[config.mk]
export PLATFORM = sky130hd
export DESIGN_NAME = lb_uart_tx_fifo_flat
export DESIGN_NICKNAME = d
export VERILOG_FILES = /design/src/rtl/lb_uart_pkg.sv /design/src/rtl/lb_uart_tx_fifo_if.sv /design/src/rtl/lb_sync_fifo.sv /design/src/rtl/lb_uart_tx_fifo.sv /design/src/flat_wrapper.sv
export SDC_FILE = /design/constraint.sdc
export NUM_CORES = 1
export LEC_CHECK = 0
export BUFFER_PORTS_ARGS = -buffer_cell sky130_fd_sc_hd__buf_2
export CAP_MARGIN = 20
export CORE_MARGIN = 2
export CORE_UTILIZATION = 45
export CTS_CLUSTER_SIZE = 40
export DETAILED_ROUTE_END_ITERATION = 6
export GPL_ROUTABILITY_DRIVEN = 1
export PLACE_DENSITY = 0.71
export SYNTH_ARGS = -nofsm -noshare
export SYNTH_HDL_FRONTEND = slang
export SYNTH_SLANG_ARGS = --single-unit
[constraint.sdc]
create_clock -name clk -period 7.9 [get_ports clk]
set_input_delay 0.395 -clock clk [delete_from_list [all_inputs] [get_ports clk]]
set_output_delay 0.395 -clock clk [all_outputs]
set_load 0.01 [all_outputs]
[src/rtl/lb_uart_pkg.sv]
// Shared types for the local-bus UART transmit path.
// Latency: none, declarations only.
// Backpressure: not applicable.
package lb_uart_pkg;

    // Drain FSM states; busy is any state other than IDLE.
    typedef enum logic [1:0] {
        IDLE      = 2'd0,
        LOAD      = 2'd1,
        WAIT_BUSY = 2'd2,
        WAIT_DONE = 2'd3
    } state_t;

    // Bit positions inside the processor-visible status byte.
    localparam int ST_EMPTY = 0;
    localparam int ST_FULL  = 1;
    localparam int ST_OVF   = 2;
    localparam int ST_BUSY  = 3;

    // Assemble the status byte; upper nibble is reserved and reads as zero.
    function automatic logic [7:0] pack_status(input logic busy, input logic ovf,
                                               input logic full, input logic empty);
        logic [7:0] s;
        s           = 8'h00;
        s[ST_BUSY]  = busy;
        s[ST_OVF]   = ovf;
        s[ST_FULL]  = full;
        s[ST_EMPTY] = empty;
        return s;
    endfunction

endpackage

[src/rtl/lb_uart_tx_fifo_if.sv]
// Processor-port and UART-side signal bundle for the transmit FIFO.
// Latency: none, wiring only.
// Backpressure: uart_txrdy paces the drain; a full FIFO drops pushes.
interface lb_uart_tx_fifo_if #(
    parameter int ADDR_W = 4
);
    logic              wr_en;
    logic [7:0]        wr_data;
    logic              clr_ovf;
    logic              tx_enable;
    logic [7:0]        status;
    logic [ADDR_W:0]   level;
    logic [7:0]        uart_data;
    logic              uart_we;
    logic              uart_cs_n;
    logic              uart_txrdy;

    // Environment side: processor strobes plus the UART ready flag.
    modport master (
        output wr_en, wr_data, clr_ovf, tx_enable, uart_txrdy,
        input  status, level, uart_data, uart_we, uart_cs_n
    );

    // FIFO block side.
    modport slave (
        input  wr_en, wr_data, clr_ovf, tx_enable, uart_txrdy,
        output status, level, uart_data, uart_we, uart_cs_n
    );
endinterface

[src/rtl/lb_sync_fifo.sv]
// Single-clock byte FIFO, register-array store, first-word-fall-through dout.
// Latency: push visible at dout the cycle after the write edge.
// Backpressure: push ignored when full unless a pop happens in the same cycle.
module lb_sync_fifo #(
    parameter int DEPTH  = 16,
    parameter int ADDR_W = 4
) (
    input  logic              clk,
    input  logic              reset,
    input  logic              push,
    input  logic              pop,
    input  logic [7:0]        din,
    output logic [7:0]        dout,
    output logic [ADDR_W:0]   count,
    output logic              full,
    output logic              empty
);

    logic [7:0]        mem [DEPTH];
    logic [ADDR_W-1:0] wr_ptr;
    logic [ADDR_W-1:0] rd_ptr;
    logic              do_push;
    logic              do_pop;

    // When full, a same-cycle pop frees the slot the push lands in (wr_ptr == rd_ptr).
    assign do_pop  = pop && !empty;
    assign do_push = push && (!full || do_pop);

    assign full  = (count == (ADDR_W+1)'(DEPTH));
    assign empty = (count == '0);
    assign dout  = mem[rd_ptr];

    // Storage array; contents need no reset because count gates every read.
    always_ff @(posedge clk) begin
        if (do_push) begin
            mem[wr_ptr] <= din;
        end
    end

    // Pointers wrap naturally at DEPTH since DEPTH is a power of two.
    always_ff @(posedge clk or posedge reset) begin
        if (reset) begin
            wr_ptr <= '0;
            rd_ptr <= '0;
            count  <= '0;
        end else begin
            if (do_push) begin
                wr_ptr <= wr_ptr + 1'b1;
            end
            if (do_pop) begin
                rd_ptr <= rd_ptr + 1'b1;
            end
            if (do_push && !do_pop) begin
                count <= count + 1'b1;
            end else if (do_pop && !do_push) begin
                count <= count - 1'b1;
            end
        end
    end

endmodule

[src/rtl/lb_uart_tx_fifo.sv]
// Queues processor bytes and drains them one frame at a time into the UART.
// Latency: push into idle/empty path gives uart_we one edge later, high for one cycle.
// Backpressure: waits on uart_txrdy low-then-high per frame; full FIFO drops and sets ovf.
module lb_uart_tx_fifo
    import lb_uart_pkg::*;
#(
    parameter int DEPTH  = 16,
    parameter int ADDR_W = 4
) (
    input  logic                 clk,
    input  logic                 reset,
    lb_uart_tx_fifo_if.slave     bus
);

    state_t            state_q;
    state_t            state_d;
    logic              we_q;
    logic              we_d;
    logic              cs_n_q;
    logic              cs_n_d;
    logic [7:0]        data_q;
    logic [7:0]        data_d;
    logic              ovf_q;
    logic              pop;
    logic              drop;
    logic [7:0]        fifo_dout;
    logic [ADDR_W:0]   fifo_count;
    logic              fifo_full;
    logic              fifo_empty;

    lb_sync_fifo #(
        .DEPTH  (DEPTH),
        .ADDR_W (ADDR_W)
    ) u_fifo (
        .clk    (clk),
        .reset  (reset),
        .push   (bus.wr_en),
        .pop    (pop),
        .din    (bus.wr_data),
        .dout   (fifo_dout),
        .count  (fifo_count),
        .full   (fifo_full),
        .empty  (fifo_empty)
    );

    // A push is lost only when full and nothing leaves in the same cycle.
    assign drop = bus.wr_en && fifo_full && !pop;

    // Next-state and next-output logic; the UART strobe is launched only from IDLE.
    always_comb begin
        state_d = state_q;
        we_d    = 1'b0;
        cs_n_d  = 1'b1;
        data_d  = data_q;
        pop     = 1'b0;
        case (state_q)
            IDLE: begin
                if (!fifo_empty && bus.tx_enable && bus.uart_txrdy) begin
                    pop     = 1'b1;
                    we_d    = 1'b1;
                    cs_n_d  = 1'b0;
                    data_d  = fifo_dout;
                    state_d = LOAD;
                end
            end
            LOAD: begin
                state_d = WAIT_BUSY;
            end
            WAIT_BUSY: begin
                if (!bus.uart_txrdy) begin
                    state_d = WAIT_DONE;
                end
            end
            WAIT_DONE: begin
                if (bus.uart_txrdy) begin
                    state_d = IDLE;
                end
            end
            default: begin
                state_d = IDLE;
            end
        endcase
    end

    // State and registered UART outputs.
    always_ff @(posedge clk or posedge reset) begin
        if (reset) begin
            state_q <= IDLE;
            we_q    <= 1'b0;
            cs_n_q  <= 1'b1;
            data_q  <= 8'h00;
        end else begin
            state_q <= state_d;
            we_q    <= we_d;
            cs_n_q  <= cs_n_d;
            data_q  <= data_d;
        end
    end

    // Sticky overflow; a drop in the same cycle as a clear wins.
    always_ff @(posedge clk or posedge reset) begin
        if (reset) begin
            ovf_q <= 1'b0;
        end else if (drop) begin
            ovf_q <= 1'b1;
        end else if (bus.clr_ovf) begin
            ovf_q <= 1'b0;
        end
    end

    assign bus.uart_we   = we_q;
    assign bus.uart_cs_n = cs_n_q;
    assign bus.uart_data = data_q;
    assign bus.level     = fifo_count;
    assign bus.status    = pack_status(state_q != IDLE, ovf_q, fifo_full, fifo_empty);

endmodule
[src/flat_wrapper.sv]
// flat-port wrapper written by rule: the top's interface ports become plain ports
module lb_uart_tx_fifo_flat import lb_uart_pkg::*;
#(
    parameter int DEPTH  = 16,
    parameter int ADDR_W = 4
)
  (clk, reset, bus_wr_en, bus_wr_data, bus_clr_ovf, bus_tx_enable, bus_uart_txrdy, bus_status, bus_level, bus_uart_data, bus_uart_we, bus_uart_cs_n);
  lb_uart_tx_fifo_if #(.ADDR_W(ADDR_W)) bus_i ();
  input  logic clk;
  input  logic reset;
  input wire logic [$bits(bus_i.wr_en)-1:0] bus_wr_en;
  input wire logic [$bits(bus_i.wr_data)-1:0] bus_wr_data;
  input wire logic [$bits(bus_i.clr_ovf)-1:0] bus_clr_ovf;
  input wire logic [$bits(bus_i.tx_enable)-1:0] bus_tx_enable;
  input wire logic [$bits(bus_i.uart_txrdy)-1:0] bus_uart_txrdy;
  output wire logic [$bits(bus_i.status)-1:0] bus_status;
  output wire logic [$bits(bus_i.level)-1:0] bus_level;
  output wire logic [$bits(bus_i.uart_data)-1:0] bus_uart_data;
  output wire logic [$bits(bus_i.uart_we)-1:0] bus_uart_we;
  output wire logic [$bits(bus_i.uart_cs_n)-1:0] bus_uart_cs_n;
  assign bus_i.wr_en = bus_wr_en;
  assign bus_i.wr_data = bus_wr_data;
  assign bus_i.clr_ovf = bus_clr_ovf;
  assign bus_i.tx_enable = bus_tx_enable;
  assign bus_i.uart_txrdy = bus_uart_txrdy;
  assign bus_status = bus_i.status;
  assign bus_level = bus_i.level;
  assign bus_uart_data = bus_i.uart_data;
  assign bus_uart_we = bus_i.uart_we;
  assign bus_uart_cs_n = bus_i.uart_cs_n;
  lb_uart_tx_fifo #(.DEPTH(DEPTH), .ADDR_W(ADDR_W)) u_core (.clk(clk), .reset(reset), .bus(bus_i));
endmodule
# == After elaboration in Yosys (flattened, before gate mapping) ==
# Memory sizes are Yosys's and may differ from the RTL's. A register that Yosys moved wholly into a read port is not among the register bits.
# Index checks and enable logic that the tools add are counted.
# op_classes
add_sub_neg,4
n_eq_ne,7
n_mux,14
reduce_logical,21
# op_table
op,n
5-bit 2-to-1 mux,2
"4-bit by 1-bit adder with 4-bit output, second input constant",2
1-bit logical AND,8
1-bit 2-to-1 mux,8
2-bit case mux with 4 select lines,1
2-bit 2-to-1 mux,3
2-bit nonzero test,3
"5-bit by 1-bit adder with 5-bit output, second input constant",1
"5-bit equality test, second input constant",1
1-bit zero test,5
5-bit zero test,1
"5-bit by 1-bit subtractor with 5-bit output, second input constant",1
"2-bit equality test, second input constant",2
"2-bit != test, second input constant",2
3-bit AND reduction,1
"2-bit by 1-bit equality test with 1-bit output, second input constant",1
2-bit zero test,1
"2-bit by 1-bit != test with 1-bit output, second input constant",1
2-bit AND reduction,1
1-bit logical OR,1
# word_totals
reg_bits,18
mem_bits_rw,128
out_inout_bits,23
wordCells,54
mem_count,1
# mem_list
memory,words,word_bits,rd,rd_clocked_by_memory_dff,wr,line_no,rtl
u_core.u_fifo.mem,16,8,1,1,1,lb_sync_fifo.sv:19,logic [7:0] mem [DEPTH];

# == Longest topological paths before layout ==
# Gate-level depths: netlist of the first run.
# depth
ltp_word,13
mapped_depth,13
mapped_depth_nobuf,12

# == By module ==
# Synthesis of the first run repeated with hierarchy kept, for this count alone.
# unflattened
cells_unflattened,375
hier_area_um2,6371.1
# by_module_without_submodules
mod,instances,cells_per_inst,area_each_um2,seq_area_each_um2
lb_sync_fifo,1,324,5719.2,4169.0
lb_uart_tx_fifo,1,51,651.9,326.6

# == Worst setup path after synthesis of the first run ==
# Ideal clock, no wire load.
# synth_path
path_kind,flip-flop to flip-flop
start,register u_core.u_fifo.count[0]
end,register u_core.u_fifo.count[4]
arrival_ps,2819
t_required_ps,7820
setup_slack_ps,5001
stages_incl_launch_ff,12
n_path_buf,1
period_less_slack_ps,2899
path_cell_list,dfrtp_1 or4_4 o21a_1 clkbuf_1 inv_1 ha_1 inv_1 fa_1 a21o_1 a21oi_1 mux2i_1 xnor2_1
# synth_between
elab_chain_len,12
# synth_lines
element,line_no,rtl
"start, declared",lb_sync_fifo.sv:14,"output logic [ADDR_W:0] count,"
"start signal, assigned",lb_sync_fifo.sv:54,count <= count + 1'b1;
"start signal, assigned",lb_sync_fifo.sv:56,count <= count - 1'b1;
5-bit zero test *,lb_sync_fifo.sv:30,assign empty = (count == '0);
1-bit zero test *,lb_uart_tx_fifo.sv:58,if (!fifo_empty && bus.tx_enable && bus.uart_txrdy) begin
1-bit logical AND * (2 in series),lb_uart_tx_fifo.sv:58,
1-bit 2-to-1 mux *,lb_uart_tx_fifo.sv:58,
1-bit 2-to-1 mux *,lb_uart_tx_fifo.sv:56,case (state_q)
net u_core.pop,lb_uart_tx_fifo.sv:24,logic pop;
1-bit logical AND *,lb_sync_fifo.sv:26,assign do_pop = pop && !empty;
1-bit logical OR,lb_sync_fifo.sv:27,assign do_push = push && (!full || do_pop);
1-bit logical AND,lb_sync_fifo.sv:27,
1-bit zero test,lb_sync_fifo.sv:55,end else if (do_pop && !do_push) begin
1-bit logical AND,lb_sync_fifo.sv:55,
2-bit nonzero test (no line),n/a,
# The timed path passes the listed nets; every way through them passes the cells marked *. The select of a mux whose other input is x is not followed.
# A chain may end at the register's enable or synchronous reset.

# == Worst setup path in the final report of the first run ==
# layout_path
start,register u_core.state_q[0]
end,register u_core.u_fifo.count[4]
# layout_between
elab_chain_len,8
# layout_lines
element,line_no,rtl
"start, declared",lb_uart_tx_fifo.sv:15,state_t state_q;
"start signal, assigned",lb_uart_tx_fifo.sv:93,state_q <= state_d;
2-bit zero test *,lb_uart_tx_fifo.sv:56,
1-bit 2-to-1 mux *,lb_uart_tx_fifo.sv:56,
1-bit logical AND *,lb_sync_fifo.sv:26,
1-bit logical OR,lb_sync_fifo.sv:27,
1-bit logical AND,lb_sync_fifo.sv:27,
1-bit zero test,lb_sync_fifo.sv:55,
1-bit logical AND,lb_sync_fifo.sv:55,
2-bit nonzero test (no line),n/a,
# Every way passes the cells marked *; elsewhere a longest branch is shown, timed or not.

==> run metrics, run 1 <==
Cells after Synth=~340; Synth area leader=edfxtp_1; Setup TNS=0 ns; Die X=122 um; MaxCap Viol Count=0; CP Capture Type=flip-flop; power consumption=roughly 0.0026 W; Area contributors post-synth=edfxtp_1 61%, mux4_2 12%, dfrtp_1 10%, ha_1 2.6%, mux2_2 2.2%; top cell type's share of synthesized area=61.4%; power density over the cells=~370 nW/um^2; final-report hold violation count=0; cts repair resizes=0; met1 WL=roughly 5.0 mm; critical path startpoint category=flip-flop; layout cells sized above 1=a little under a third; clk_lat worst skew=0.41 ns; Avg Synthesized Cell Area=18.7 sq um; H-Tree Depth=4; DRC Markers=0; via count=3,057; met2 routed WL=5.96 mm; Unique masters post-synth=36; DR WL/cell=20.9 um; Core Rows=43; fin crit share=41.1%; I/O Buffers=32; # setup viols final=0; Overflow after GRT=0; gpl congestion=0.789; critical path required time=between 8 and 9 ns; Worst-path clk slew=0.06 ns; CTS root buf=clkbuf_16; Final Max Slew Viols=0; CTS Hold Bufs=0; CTS Buf Count=17; min Tclk post-route=3.25 ns; Met3 Routed Length=612 um; Worst VDD drop=0.152 mV; Initial Utilization=45.6%; pin count of the biggest net entering global routing=35; relative max-transition margin=about a third; run status=finished, final reports clean; YS warnings=0; vias in the first global route=~3.2k; 1st-iter DRT viols=191; Clock Tree Buf Depth=2; Clock Sinks=154; I/O pins=37; total routed wirelength=around 12 mm; Max Freq=~310 MHz; gr usage total=17.1%; sequential area share after synthesis=71.9%; RSZ-0062 raised after global routing=no; Static Leak=2.48 nW; Worst Tran Pin Value=0.979 ns; kind of critical path=flip-flop to flip-flop; Core Area=roughly 14,000 sq um; path category of the worst min-delay check=input port to asynchronous set/reset pin; Crit Path Max Fanout=23; Crit path arrival time=3.59 ns; worst hold slack=0.00180 ns; clk_skew=0.0106 ns; initial antenna violation count=0; Yosys reg bits=154; # diodes=0; post-CTS repair timing setup buffer count=0; Antenna Violating Nets Remaining=0; TritonRoute pass-1 iters=4; Cell Area, Synth=between 6000 and 7000 sq um; Die Y=122 um; vias per cell=around 5.4; DP HPWL=6.97 mm; area grow syn2layout=14.8%; first-pass GRT wire length=18.2 mm; nets=398; die area=14,900 sq um; CTS tree=yes; DR top layer=met4
cell usage in the layout (no fill, tap or decap), drive strengths merged:
cell type,count
edfxtp,128
buf,37
mux4,32
dfrtp,25
nor2,17
clkbuf,17
o22ai,16
ha,13
mux2,12
inv,12
a21oi,10
nand2,10
xnor2,8
clkinv,6
conb,4
clkinvlp,4
bufinv,4
nor3,4
nand2b,3
o21ai,3
mux2i,2
xor2,2
a21o,2
nand4,2
or4,1
and3,1
o21a,1
or2,1
o211ai,1
o32a,1
o31a,1
a32o,1
fa,1
dfstp,1
state kept, by name (all words and copies together), names as in the netlist, 2 cells and up:
name,flops
u_core.u_fifo.wr_ptr,4
u_core.state_q,2
u_core.bus.uart_data,8
u_core.u_fifo.mem,128
u_core.u_fifo.count,5
u_core.u_fifo.rd_ptr,4
final cells by class:
cell class	count	area [sq um]
fill	1082	6540
multi-input combinational	149	1590
tap	180	225
inverter	11	41.3
timing repair buffer	37	205
clock buffer	17	425
sequential	154	4500
clock inverter	15	200
worst paths after layout:
kind                       slack [ns]                             endpoint  depth (start not counted)                     startpoint
hold reg to reg                  0.50             u_core.ovf_q$_DFFE_PP0P_                          1       u_core.ovf_q$_DFFE_PP0P_
setup / recovery                 4.65   u_core.u_fifo.count[4]$_DFFE_PP0P_                         12  u_core.state_q[0]$_DFFE_PP0P_
setup reg to reg                 4.65   u_core.u_fifo.count[4]$_DFFE_PP0P_                         12  u_core.state_q[0]$_DFFE_PP0P_
max in group asynchronous        7.40  u_core.u_fifo.rd_ptr[2]$_DFFE_PP0P_                          3                          reset
hold / removal                  0.002             u_core.ovf_q$_DFFE_PP0P_                          2                          reset
min in group clk                 0.25             u_core.ovf_q$_DFFE_PP0P_                          2                      bus_wr_en
through the flow:
step,cells,instance area [sq um],setup slack [ns],utilization (%)
CTS,562,7170,4.67,52.2
global route,563,7180,4.38,52.3
detailed placement,530,6540,4.70,47.7
global placement,530,6540,4.84,47.7
floorplan,338,6270,5.00,-
finish,563,7180,4.65,52.3
kinds of logic (layout without fill, tap and decap cells):
kind of cell	Yosys count	count (layout)	synth area share [%]
multiplexers	46	46	14.0
AND/OR/NAND/NOR	39	39	3.04
AO/OA/AOI/OAI	36	36	3.66
flip-flops	154	154	71.9
other	1	4	0.0599
buffers and inverters	35	80	3.06
XOR/XNOR	10	10	1.40
adder cells (fa/ha/maj)	14	14	2.92
critical path: stages, from the launching register on:
cell     delay, ns
dfrtp_1       0.39
inv_1         0.12
ha_1          0.22
and3_1        0.24
o21a_1        0.67
inv_1         0.11
ha_1          0.22
inv_1         0.17
ha_1          0.30
a21o_1        0.19
a21oi_1       0.17
mux2i_1       0.24
xnor2_1       0.14
Yosys cell counts:
cell type	n
edfxtp_1	128
buf_6	3
buf_2	3
o21a_1	1
nand4_2	1
dfstp_2	1
mux2i_1	2
a21oi_1	10
buf_4	9
or4_4	1
xor2_1	2
nor2_1	17
ha_1	13
clkbuf_1	5
o32a_1	1
nand2b_1	3
nor3_1	4
o211ai_2	1
a32o_1	1
nand2_4	1
or2_2	1
conb_1	1
nand4_1	1
inv_1	11
nand2_1	9
xnor2_1	8
o22ai_1	16
a21o_1	2
mux4_2	32
o31a_1	1
fa_1	1
mux2_2	12
o21ai_0	3
dfrtp_1	25
buf_1	4
and3_1	1
report_power, final:
group / internal (W) / total, W / leakage, nW / switching [W]
logic: 0.000328 / 0.000664 / 0.728 / 0.000335
registers: 0.00101 / 0.00113 / 1.46 / 0.000119
clock network: 0.000529 / 0.000845 / 0.295 / 0.000316
metal layers:
metal | global-route usage [%] | vias up
met5 | 0 | -
met4 | 5.96 | 0
met3 | 4.26 | 14
met2 | 28.3 | 91
met1 | 22.1 | 1584
li1 | - | 1368
No activity file was read; power rests on OpenSTA's default activity.
==> run 2, diff against run 1 <==
clock period = 3 ns   (was 7.9 ns; I/O delays follow)
==> run 2 against run 1 <==
Sequential cell count did not move. Clock skew fell by 0.0014 ns. Combinational power rose to 2.8 times the previous value. Total power rose to 2.6 times the previous value. Via count rose by 1.6%. Largest cell class unchanged. Global-route usage decreased by 0.15 points. Count of clock-buffer cells in the layout increased by 3. Highest routed layer unchanged. First-iteration DRC count rose by 31%. Die area is the same.
==> run metrics, run 2 (synthesis gave the netlist of run 1 again) <==
relative max-transition margin=33.6%; Setup TNS=0 ns; critical path required time=3.33 ns; DP HPWL=7.22 mm; vias per cell=5.39; Largest Register=u_core.u_fifo.mem; via count=approximately 3.1k; vias in the first global route=3,172; pin count of the biggest net entering global routing=35; Crit Path Max Fanout=5; path category of the worst min-delay check=input port to flip-flop; Largest register FFs=128; CP Capture Type=flip-flop; I/O pins=37; gpl congestion=0.763; 1st-iter DRT viols=251; Clock Tree Buf Depth=2; first-pass GRT wire length=17.9 mm; commonest non-fill, non-tap cell in the layout=edfxtp_1; run status=finished, final reports clean; post-route core utilization=52.6%; clk_skew=just over 0.009 ns; most frequent cells in the layout=128 x edfxtp_1, 32 x mux4_2, 32 x buf_2; CTS root buf=clkbuf_16; Die Y=122 um; total routed wirelength=11.7 mm; clk_lat worst skew=0.42 ns; min Tclk post-route=2.77 ns; Core Rows=43; layout cells sized above 1=31.8%; Worst Tran Pin Value=approximately 0.99 ns; Antenna Violating Nets Remaining=0; I/O Buffers=32; Clock Sinks=about 150; Max Freq=362 MHz; Core Area=about 14,000 sq um; H-Tree Depth=4; Crit path arrival time=3.10 ns; Static Leak=2.53 nW; DRC Markers=0; CTS tree=yes; kind of critical path=flip-flop to flip-flop; gr usage total=between 10% and 20%; TritonRoute pass-1 iters=4; critical path startpoint category=flip-flop; Initial Utilization=a little under half; # diodes=0; RSZ-0062 raised after global routing=no; Worst-path clk slew=0.06 ns; MaxCap Viol Count=0; area grow syn2layout=15.5%; # fillers=1,106; initial antenna violation count=0; Overflow after GRT=0; Final Max Slew Viols=0; fin crit share=92.2%; CTS Buf Count=17; # setup viols final=0; DR WL/cell=20.3 um; Final Worst Setup Slack=0.234 ns; die area=14,900 sq um; nets=411; Worst VDD drop=0.479 mV; power density over the cells=943 nW/um^2; final-report hold violation count=0; Die X=122 um; Placement Setup Slack=0.167 ns
## run 2: through the flow
step	total power, W	cell area [sq um]	cells	hold WS, ns
floorplan	0.00430	6270	338	0.189
global placement	0.00475	6630	541	0.419
detailed placement	0.00483	6630	541	0.433
CTS	0.00687	7190	573	0.00238
global route	0.00717	7220	576	0.0142
finish	0.00681	7220	576	0.0312
## run 2: critical path, stage by stage, from the launching register on
cell and delay, ns:
dfrtp_1 0.44, or4_4 0.60, o31a_1 0.31, ha_1 0.22, inv_2 0.11, ha_1 0.28, a21o_1 0.19, a21oi_1 0.17
mux2i_1 0.24, xnor2_1 0.13
## run 2: final cells by class
class,count,area (sq um),share of cell area [%]
clock buffer,20,437,6.05
inverter,11,41.3,0.572
tap,180,225,3.12
clock inverter,12,123,1.70
timing repair buffer,50,320,4.43
multi-input combinational,149,1580,21.9
sequential,154,4500,62.3
## run 2: what timing repair did
item                                    in CTS  in global routing
hold buffers                                 0                  2
setup buffers                                0                  0
resized for setup                            0                  1
endpoints found under the hold margin        0                 12
endpoints found under the setup margin       0                  1
## run 2: final timing paths
check | cells past startpoint | start | slack, ns | end
max | 9 | u_core.u_fifo.count[0]$_DFFE_PP0P_ | 0.23 | u_core.u_fifo.count[4]$_DFFE_PP0P_
max in group asynchronous | 4 | reset | 2.15 | u_core.u_fifo.rd_ptr[2]$_DFFE_PP0P_
min | 3 | bus_clr_ovf | 0.03 | u_core.ovf_q$_DFFE_PP0P_
max reg2reg | 9 | u_core.u_fifo.count[0]$_DFFE_PP0P_ | 0.23 | u_core.u_fifo.count[4]$_DFFE_PP0P_
min in group asynchronous | 3 | reset | 0.34 | u_core.u_fifo.wr_ptr[3]$_DFFE_PP0P_
min reg2reg | 1 | u_core.ovf_q$_DFFE_PP0P_ | 0.50 | u_core.ovf_q$_DFFE_PP0P_
## run 2: layer usage
metal | global-route usage [%] | vias up | wire length [um]
met5 | 0 | - | 0
met4 | 5.39 | 0 | 130
met3 | 5.29 | 14 | 740
met2 | 27.8 | 89 | 5930
met1 | 21.6 | 1601 | 4900
li1 | - | 1402 | -
## run 2: report_power, final
| group | total [W] | leakage (nW) | internal (W) | switching (W) |
|---|---|---|---|---|
| Sequential | 0.00291 | 1.46 | 0.00267 | 0.000240 |
| Combinational | 0.00187 | 0.796 | 0.000913 | 0.000960 |
| Clock | 0.00203 | 0.268 | 0.00122 | 0.000813 |
